$ cat config.mk
export PLATFORM = sky130hd
export DESIGN_NAME = timer_counter
export DESIGN_NICKNAME = d
export VERILOG_FILES = /design/src/rtl/timer_counter.sv
export SDC_FILE = /design/constraint.sdc
export NUM_CORES = 1
export LEC_CHECK = 0
export ABC_AREA = 0
export BUFFER_PORTS_ARGS = -buffer_cell sky130_fd_sc_hd__buf_2
export CORE_ASPECT_RATIO = 1.2
export CORE_MARGIN = 1.5
export CORE_UTILIZATION = 58
export CTS_CLUSTER_DIAMETER = 150
export DETAILED_ROUTE_END_ITERATION = 10
export GPL_TIMING_DRIVEN = 0
export PLACE_DENSITY = 0.95
export SYNTH_ARGS = -nofsm -noshare
export SYNTH_HDL_FRONTEND = slang
export SYNTH_SLANG_ARGS = --single-unit
$ cat constraint.sdc
create_clock -name clk -period 3.45 [get_ports clk]
set_input_delay 0.1725 -clock clk [delete_from_list [all_inputs] [get_ports clk]]
set_output_delay 0.1725 -clock clk [all_outputs]
set_load 0.05 [all_outputs]
$ cat src/rtl/timer_counter.sv
// Memory-mapped programmable down-counter with a level interrupt.
// Register file is CTRL/PRESET/COUNT at word offsets 0..2; offset 3 is reserved.
module timer_counter (
    input  logic        clk,
    input  logic        reset,
    input  logic [31:2] Addr,
    input  logic        WE,
    input  logic [31:0] Din,
    output logic [31:0] Dout,
    output logic        IRQ
);

    localparam logic [1:0] OffCtrl   = 2'd0;
    localparam logic [1:0] OffPreset = 2'd1;
    localparam logic [1:0] OffCount  = 2'd2;

    localparam logic [1:0] ModeReload = 2'b01;

    typedef enum logic [1:0] {
        StIdle,
        StLoad,
        StCnt,
        StInt
    } state_e;

    state_e      state_q, state_d;
    logic [3:0]  ctrl_q, ctrl_d;
    logic [31:0] preset_q, preset_d;
    logic [31:0] count_q, count_d;
    logic        irq_flag_q, irq_flag_d;

    logic        en;
    logic [1:0]  mode;
    logic        im;

    assign en   = ctrl_q[0];
    assign mode = ctrl_q[2:1];
    assign im   = ctrl_q[3];

    // Base decode happens upstream; only the word offset is used here.
    logic unused_addr;
    assign unused_addr = ^Addr[31:4];

    always_comb begin
        state_d    = state_q;
        ctrl_d     = ctrl_q;
        preset_d   = preset_q;
        count_d    = count_q;
        irq_flag_d = irq_flag_q;

        case (state_q)
            StIdle: begin
                if (en) begin
                    state_d = StLoad;
                end
            end
            StLoad: begin
                count_d    = preset_q;
                irq_flag_d = 1'b0;
                state_d    = StCnt;
            end
            StCnt: begin
                if (!en) begin
                    state_d = StIdle;
                end else if (count_q > 32'd1) begin
                    count_d = count_q - 32'd1;
                end else begin
                    count_d    = '0;
                    irq_flag_d = 1'b1;
                    state_d    = StInt;
                end
            end
            StInt: begin
                // Modes 10/11 behave as one-shot.
                if (mode == ModeReload) begin
                    irq_flag_d = 1'b0;
                end else begin
                    ctrl_d[0] = 1'b0;
                end
                state_d = StIdle;
            end
            default: begin
                state_d = StIdle;
            end
        endcase

        // Bus write lands after the FSM update so a written EN wins over the FSM clear.
        if (WE) begin
            case (Addr[3:2])
                OffCtrl: begin
                    ctrl_d     = Din[3:0];
                    irq_flag_d = 1'b0;
                end
                OffPreset: begin
                    preset_d = Din;
                end
                default: begin
                end
            endcase
        end
    end

    always_ff @(posedge clk) begin
        if (reset) begin
            state_q    <= StIdle;
            ctrl_q     <= '0;
            preset_q   <= '0;
            count_q    <= '0;
            irq_flag_q <= 1'b0;
        end else begin
            state_q    <= state_d;
            ctrl_q     <= ctrl_d;
            preset_q   <= preset_d;
            count_q    <= count_d;
            irq_flag_q <= irq_flag_d;
        end
    end

    always_comb begin
        Dout = '0;
        case (Addr[3:2])
            OffCtrl:   Dout = {28'b0, ctrl_q};
            OffPreset: Dout = preset_q;
            OffCount:  Dout = count_q;
            default:   Dout = '0;
        endcase
    end

    assign IRQ = im & irq_flag_q;

endmodule

==> results of run 1 <==
==> cells by family (layout without fill, tap and decap cells) <==
logic type,after synthesis,in the layout,synth area share [%]
compound gates,167,167,27.3
xor+xnor,1,1,0.217
fa+ha+maj,2,2,0.620
buf+inv,54,137,5.40
flops,71,71,35.2
mux,9,9,2.30
simple gates,228,228,29.0
==> critical path, delay by kind of cell, from the launching register on <==
kind                       cells  cell delay, ps
buffers and inverters          1             120
DFF                            1             380
adders and majority gates      1             250
AOI/OAI and AO/OA              2             270
and+or+nand+nor                4            2080
==> worst paths after layout <==
kind	to	slack, ps	cells after the start
setup / recovery	count_q[22]	270	8
hold / removal	preset_q[8]	50	3
setup reg to reg	count_q[22]	270	8
hold reg to reg	preset_q[21]	480	2
==> flip-flops by register name, summed over array words and instances, names as in the netlist <==
register and cells:
count_q 32, ctrl_q 4, irq_flag_q 1, preset_q 32, state_q 2
==> cell type report <==
cell class                 instances  area [um2]  share of cell area (%)
multi-input combinational        407        2390                    50.9
clock buffer                      10         138                    2.92
sequential                        71        1420                    30.2
clock inverter                     6        92.6                    1.97
buffer                            45         184                    3.91
timing repair buffer              67         335                    7.12
tap                               87         109                    2.31
inverter                           9        33.8                   0.718
==> per-stage QoR <==
| stage | setup slack [ps] | utilization [%] | hold slack [ps] | std cells |
|---|---|---|---|---|
| after detailed placement | 584 | 66.1 | 418 | 686 |
| after global routing | 326 | 69.5 | 45.9 | 702 |
| after floorplan | 1280 | - | 308 | 532 |
| after global placement | 541 | 66.1 | 413 | 686 |
| final | 273 | 69.5 | 46.6 | 702 |
| after CTS | 553 | 69.5 | 45.6 | 702 |
==> routing by layer <==
metal  vias to the layer above  track usage, %  share of wire (%)
met4                         0            20.8                4.7
met1                      2166            49.9                 39
li1                       2105               -                  -
met2                       338            62.9                 46
met3                        74            8.31                 11
met5                         -               0                  0
==> cell usage after synthesis, drive strengths merged, types with 4 or more instances <==
master | instances | share of area [%]
a21oi | 57 | 7.1
a22o | 28 | 6.1
a31oi | 13 | 2.0
a32oi | 4 | 0.87
and2 | 4 | 0.62
buf | 7 | 0.78
clkbuf | 38 | 3.8
dfxtp | 71 | 35
inv | 8 | 0.74
mux2i | 7 | 1.7
nand2 | 101 | 9.4
nand2b | 5 | 0.78
nand3 | 19 | 2.5
nor2 | 36 | 3.3
nor2b | 4 | 0.62
nor3 | 19 | 2.5
nor3b | 4 | 0.87
nor4 | 15 | 4.1
o21ai | 23 | 2.9
o22a | 4 | 0.87
o22ai | 10 | 1.6
o31ai | 4 | 0.74
or4 | 10 | 2.0
==> where the power goes <==
part | total (uW) | internal [uW] | leakage (uW) | switching, uW
combinational | 271 | 82.5 | 0.00123 | 188
clock | 783 | 431 | 0.000109 | 352
sequential | 854 | 836 | 0.000575 | 17.3
==> Implementation_results.wiki, run 1 <==
{| class="wikitable"
! Metric !! Value
|-
| Hold/Removal Path Class || primary input to register
|-
| Number of instances in the synthesized netlist || between 500 and 600
|-
| Origin of the critical flop-to-flop path || count_q[0]
|-
| CP max stage delay || 870 ps
|-
| Data arrival, critical path || roughly 3500 ps
|-
| Type of origin of the critical path || register
|-
| Total track usage || ~39%
|-
| Full die area || between 7000 and 8000 um2
|-
| Crit-path most repeated cell || a31oi_1
|-
| Result of the run || finished clean
|-
| Number of flops mapped to enable cells by yosys || 0
|-
| Register clock-pin slew on the reported worst setup and hold paths || roughly 90 ps
|-
| Commonest cells after routing, fill and taps aside || nand2_1, buf_2, dfxtp_1
|-
| Placed wire-length estimate || 10100 um
|-
| Number of iterations in the first detailed-routing pass || 6
|-
| Final setup skew || approximately 14 ps
|-
| Vias in the first global route || 4173
|-
| Maximum root-to-sink buffer count || 2
|-
| Count of port buffers added during placement || 67
|-
| Ratio of final minimum period to clock period || between 90 and 100%
|-
| Dpl cell area || ~4500 um2
|-
| Clock tree sinks || between 70 and 80
|-
| Per-cell via count in the routed design || ~6.7
|-
| Endpoint type of the worst setup path || register
|-
| Clock tree from TritonCTS || done
|-
| Worst slew margin relative to its limit || about two fifths
|-
| Sequential-to-total area share from yosys stat || between 30% and 40%
|-
| Aggregate negative setup slack || 0 ps
|-
| Beginning of the critical path || count_q[0]
|-
| Critical path type || register to register
|-
| Residual antenna-violating net count after detailed routing || 0
|-
| Placer congestion estimate || 0.995
|-
| Average size of a mapped cell || 7.58 um2
|-
| Worst IR Drop VDD || between 0.2 and 0.25 mV
|-
| Post-CTS repair timing setup buffer count || 0
|-
| Power density over the cells || ~410 nW/um2
|-
| Via count || ~4700
|-
| Dominant synthesized flop cell || dfxtp_1
|-
| Net count of the mapped netlist || 599
|-
| H-tree lvl count || 3
|-
| Grt total ovfl || 0
|-
| Netlist area before placement || slightly above 4000 um2
|-
| Slowest stage cell, crit path || nor4_1
|-
| Cell-by-cell listing of the critical path || inv_1, ha_1, nor3b_2, nand4b_1, nor4_1, and3b_1, a31oi_1, a31oi_1
|-
| CP Max Fanout || 8
|-
| Leading cell type in the layout, fill and taps excluded || nand2_1
|-
| Core area || slightly below 7000 um2
|-
| Starting density of the core || between 50 and 60%
|-
| Slew Viols, Final || 0
|-
| Max Clk Rate || ~310 MHz
|-
| Overall die height || between 90 and 100 um
|-
| Maximum Capacitance Violations || 0
|-
| Hold Violations, Final || 0
|-
| Hold path start || Din[8]
|-
| Crit path time final || 3180 ps
|-
| Worst EP required || 3720 ps
|-
| Final WL || 14700 um
|-
| Clock buffers created by TritonCTS || 9
|-
| I/O pin count || just under 100
|-
| FFs w/ async S/R, synth || 0%
|-
| Leakage Power || between 0.0015 and 0.002 uW
|-
| Final non-filler cell area || 4710 um2
|-
| First-pass GRT wire length || between 20000 and 25000 um
|-
| Yosys warning total || 0
|-
| # resized after CTS || 0
|-
| Flop and latch count out of synthesis || 71
|-
| Final antenna diode count || 0
|-
| Residual DRC count || 0
|-
| Number of hold-repair buffers added at the cts stage || 0
|-
| Fillcell total || slightly below 600
|-
| Number of standard-cell rows in the floorplan || 33
|-
| Average wire length per cell after detail routing || around 21 um
|-
| Share of final-layout standard cells stronger than drive strength 1 || roughly 16%
|-
| Maximum number of pins on one net before global-route repair || 14
|-
| Skew-Pair Late Insertion Delay || ~350 ps
|-
| Transition at the pin with the smallest max-transition slack || approximately 910 ps
|-
| Root cell of the clock tree || clkbuf_8
|-
| Layout overhead on the synthesized area || 16.7%
|-
| Layout net count || just under 700
|-
| Final setup violation count || 0
|-
| Setup repair after global routing missed its margin || no
|-
| Horizontal die dimension || approximately 79 um
|-
| Count of distinct cell types in the synthesized netlist || 64
|-
| Power after layout || between 1500 and 2000 uW
|-
| First-iteration detailed-routing DRC count || 737
|-
| Initial antenna violation count || 0
|}
Note: power is estimated with default switching activity, not from simulation.
==> run 2, diff against run 1 <==
==> config.mk (replaced) <==
export PLATFORM = sky130hd
export DESIGN_NAME = timer_counter
export DESIGN_NICKNAME = d
export VERILOG_FILES = /design/src/rtl/timer_counter.sv
export SDC_FILE = /design/constraint.sdc
export NUM_CORES = 1
export LEC_CHECK = 0
export ABC_AREA = 0
export CORE_ASPECT_RATIO = 1.2
export CORE_MARGIN = 1.5
export CORE_UTILIZATION = 60
export CTS_CLUSTER_DIAMETER = 150
export DETAILED_ROUTE_END_ITERATION = 10
export DONT_BUFFER_PORTS = 1
export GPL_TIMING_DRIVEN = 0
export PLACE_DENSITY = 0.88
export SYNTH_ARGS = -nofsm -noshare
export SYNTH_HDL_FRONTEND = slang
export SYNTH_SLANG_ARGS = --single-unit
==> Implementation_results.wiki, run 2 (synthesis gave the netlist of run 1 again) <==
{| class="wikitable"
! Metric !! Value
|-
| Slew Viols, Final || 0 (unchanged)
|-
| Layout overhead on the synthesized area || 17.4%
|-
| Total track usage || 42.1% (+2.7 points)
|-
| Placed wire-length estimate || 9610 um (-4.6%)
|-
| Dpl cell area || 4170 um2 (-6.9%)
|-
| Horizontal die dimension || 77.9 um (-1.6%)
|-
| Average wire length per cell after detail routing || 22.7 um (+8.6%)
|-
| Crit path time final || 3090 ps (-84.0 ps)
|-
| Commonest cells after routing, fill and taps aside || nand2_1, dfxtp_1, a21oi_1
|-
| Residual antenna-violating net count after detailed routing || 0 (unchanged)
|-
| Final WL || 15200 um (+3.4%)
|-
| Skew-Pair Late Insertion Delay || 360 ps (about the same)
|-
| Root cell of the clock tree || clkbuf_8
|-
| Starting density of the core || 62.6% (+3.0 points)
|-
| CP max stage delay || 850 ps (-20 ps)
|-
| Slowest stage cell, crit path || nor4_1
|-
| Per-cell via count in the routed design || 6.99 (+4.7%)
|-
| Leakage Power || 0.00176 uW (-8.0%)
|-
| Critical path type || register to register
|-
| Crit path setup slack, layout || 357 ps (+84.0 ps)
|-
| Worst setup timing slack at the placement stage || 612 ps (+27.6 ps)
|-
| Overall die height || 92.8 um (-1.6%)
|-
| First-pass GRT wire length || 23100 um (+4.6%)
|-
| Transition at the pin with the smallest max-transition slack || 933 ps (+21.7 ps)
|-
| Share of final-layout standard cells stronger than drive strength 1 || 6.35% (-10 points)
|-
| Layout net count || 646 (-4.6%)
|-
| Grt total ovfl || 0 (unchanged)
|-
| Leading cell type in the layout, fill and taps excluded || nand2_1
|-
| Endpoint type of the worst setup path || register
|-
| Via count || 4667 (-0.34%)
|-
| Maximum Capacitance Violations || 0 (unchanged)
|-
| Full die area || 7230 um2 (-3.2%)
|-
| Hold/Removal Path Class || primary input to register
|-
| CP Max Fanout || 8 (unchanged)
|-
| Core area || 6450 um2 (-4.8%)
|-
| Worst IR Drop VDD || 0.289 mV (+29%)
|-
| Fillcell total || 499 (-15%)
|-
| Max Clk Rate || 323 MHz (+2.7%)
|-
| Number of standard-cell rows in the floorplan || 32 (-3.0%)
|-
| Final Core Density || 73.4% (+3.9 points)
|-
| I/O pin count || 98 (unchanged)
|-
| Ratio of final minimum period to clock period || 89.6% (-2.4 points)
|-
| Final setup violation count || 0 (unchanged)
|-
| Worst slew margin relative to its limit || 37.7% (-1.4 points)
|-
| Count of port buffers added during placement || 0 (-100%)
|-
| Setup repair after global routing missed its margin || no
|-
| Register clock-pin slew on the reported worst setup and hold paths || 70 ps (-20 ps)
|-
| Hold Violations, Final || 0 (unchanged)
|-
| Type of origin of the critical path || register
|-
| Crit-path most repeated cell || a31oi_1
|-
| Maximum number of pins on one net before global-route repair || 13 (-1)
|-
| Aggregate negative setup slack || 0 ps (unchanged)
|-
| Final antenna diode count || 0 (unchanged)
|-
| Cell-by-cell listing of the critical path || inv_1, ha_1, nor3b_2, nand4b_1, nor4_1, and3b_1, a31oi_1, a31oi_1
|-
| Maximum root-to-sink buffer count || 2 (unchanged)
|-
| Residual DRC count || 0 (unchanged)
|-
| Final non-filler cell area || 4730 um2 (+0.56%)
|-
| Worst EP required || 3720 ps (about the same)
|-
| Clock tree from TritonCTS || done
|-
| First-iteration detailed-routing DRC count || 873 (+18%)
|-
| Power density over the cells || 414 nW/um2 (+2.3%)
|-
| Initial antenna violation count || 0 (unchanged)
|-
| Area taken by flip-flops and latches || 1420 um2 (unchanged)
|-
| Vias in the first global route || 4366 (+4.6%)
|-
| Area of the multi-input gates || 2390 um2 (unchanged)
|-
| Number of iterations in the first detailed-routing pass || 5 (-1)
|-
| Placer congestion estimate || 0.963 (-3.2%)
|-
| Clock buffers created by TritonCTS || 9 (unchanged)
|-
| Clock tree sinks || 71 (unchanged)
|-
| Final setup skew || 12.9 ps (-1.56 ps)
|-
| Post-CTS repair timing setup buffer count || 0 (unchanged)
|-
| H-tree lvl count || 3 (unchanged)
|-
| Power after layout || 1960 uW (+2.8%)
|-
| Result of the run || finished clean
|-
| Data arrival, critical path || 3360 ps (-90 ps)
|-
| Top flop regs || count_q x32, preset_q x32, ctrl_q x4
|}
## run 2: layout make-up
type | count | area share, %
inverters | 9 | 0.714
clock inverters | 5 | 2.25
clock buffers | 10 | 2.91
multi-input cells | 407 | 50.6
repair buffers | 36 | 7.40
flip-flops and latches | 71 | 30.0
well taps | 85 | 2.25
plain buffers | 45 | 3.88
## run 2: power by group
group          switching [uW]  internal [uW]
Sequential               17.9            836
Clock                     330            497
Combinational             188           91.4
Total                     536           1430
## run 2: metrics by stage
step	hold slack, ps	instances
finish	186	668
global route	215	668
CTS	182	668
detailed placement	316	621
global placement	310	617
floorplan	308	532
## run 2: what timing repair did
item                                   CTS  global route
resized for setup                        0             0
hold buffers                            32             0
endpoints found under the hold margin   36             0
## run 2: critical path: cells and delay by family, from the launching register on
kind	cells	cell delay, ps
AND/OR/NAND/NOR	4	2020
AO/OA/AOI/OAI	2	250
adder cells (fa/ha/maj)	1	260
flip-flops	1	370
buffers and inverters	1	110
## run 2: worst paths after layout
path	from	to	slack, ps	cells past startpoint
setup / recovery	count_q[0]	count_q[22]	360	8
hold / removal	Addr[3]	ctrl_q[3]	190	3
hold reg to reg	preset_q[19]	preset_q[19]	480	2
setup reg to reg	count_q[0]	count_q[22]	360	8
## run 2: metal layers
metal  share of wire (%)  wire (um)  track usage (%)
met1                  36       5390             50.1
met2                  45       6850             68.2
met3                  13       1970             10.3
met4                 6.3        948             24.7
met5                   0          0                0
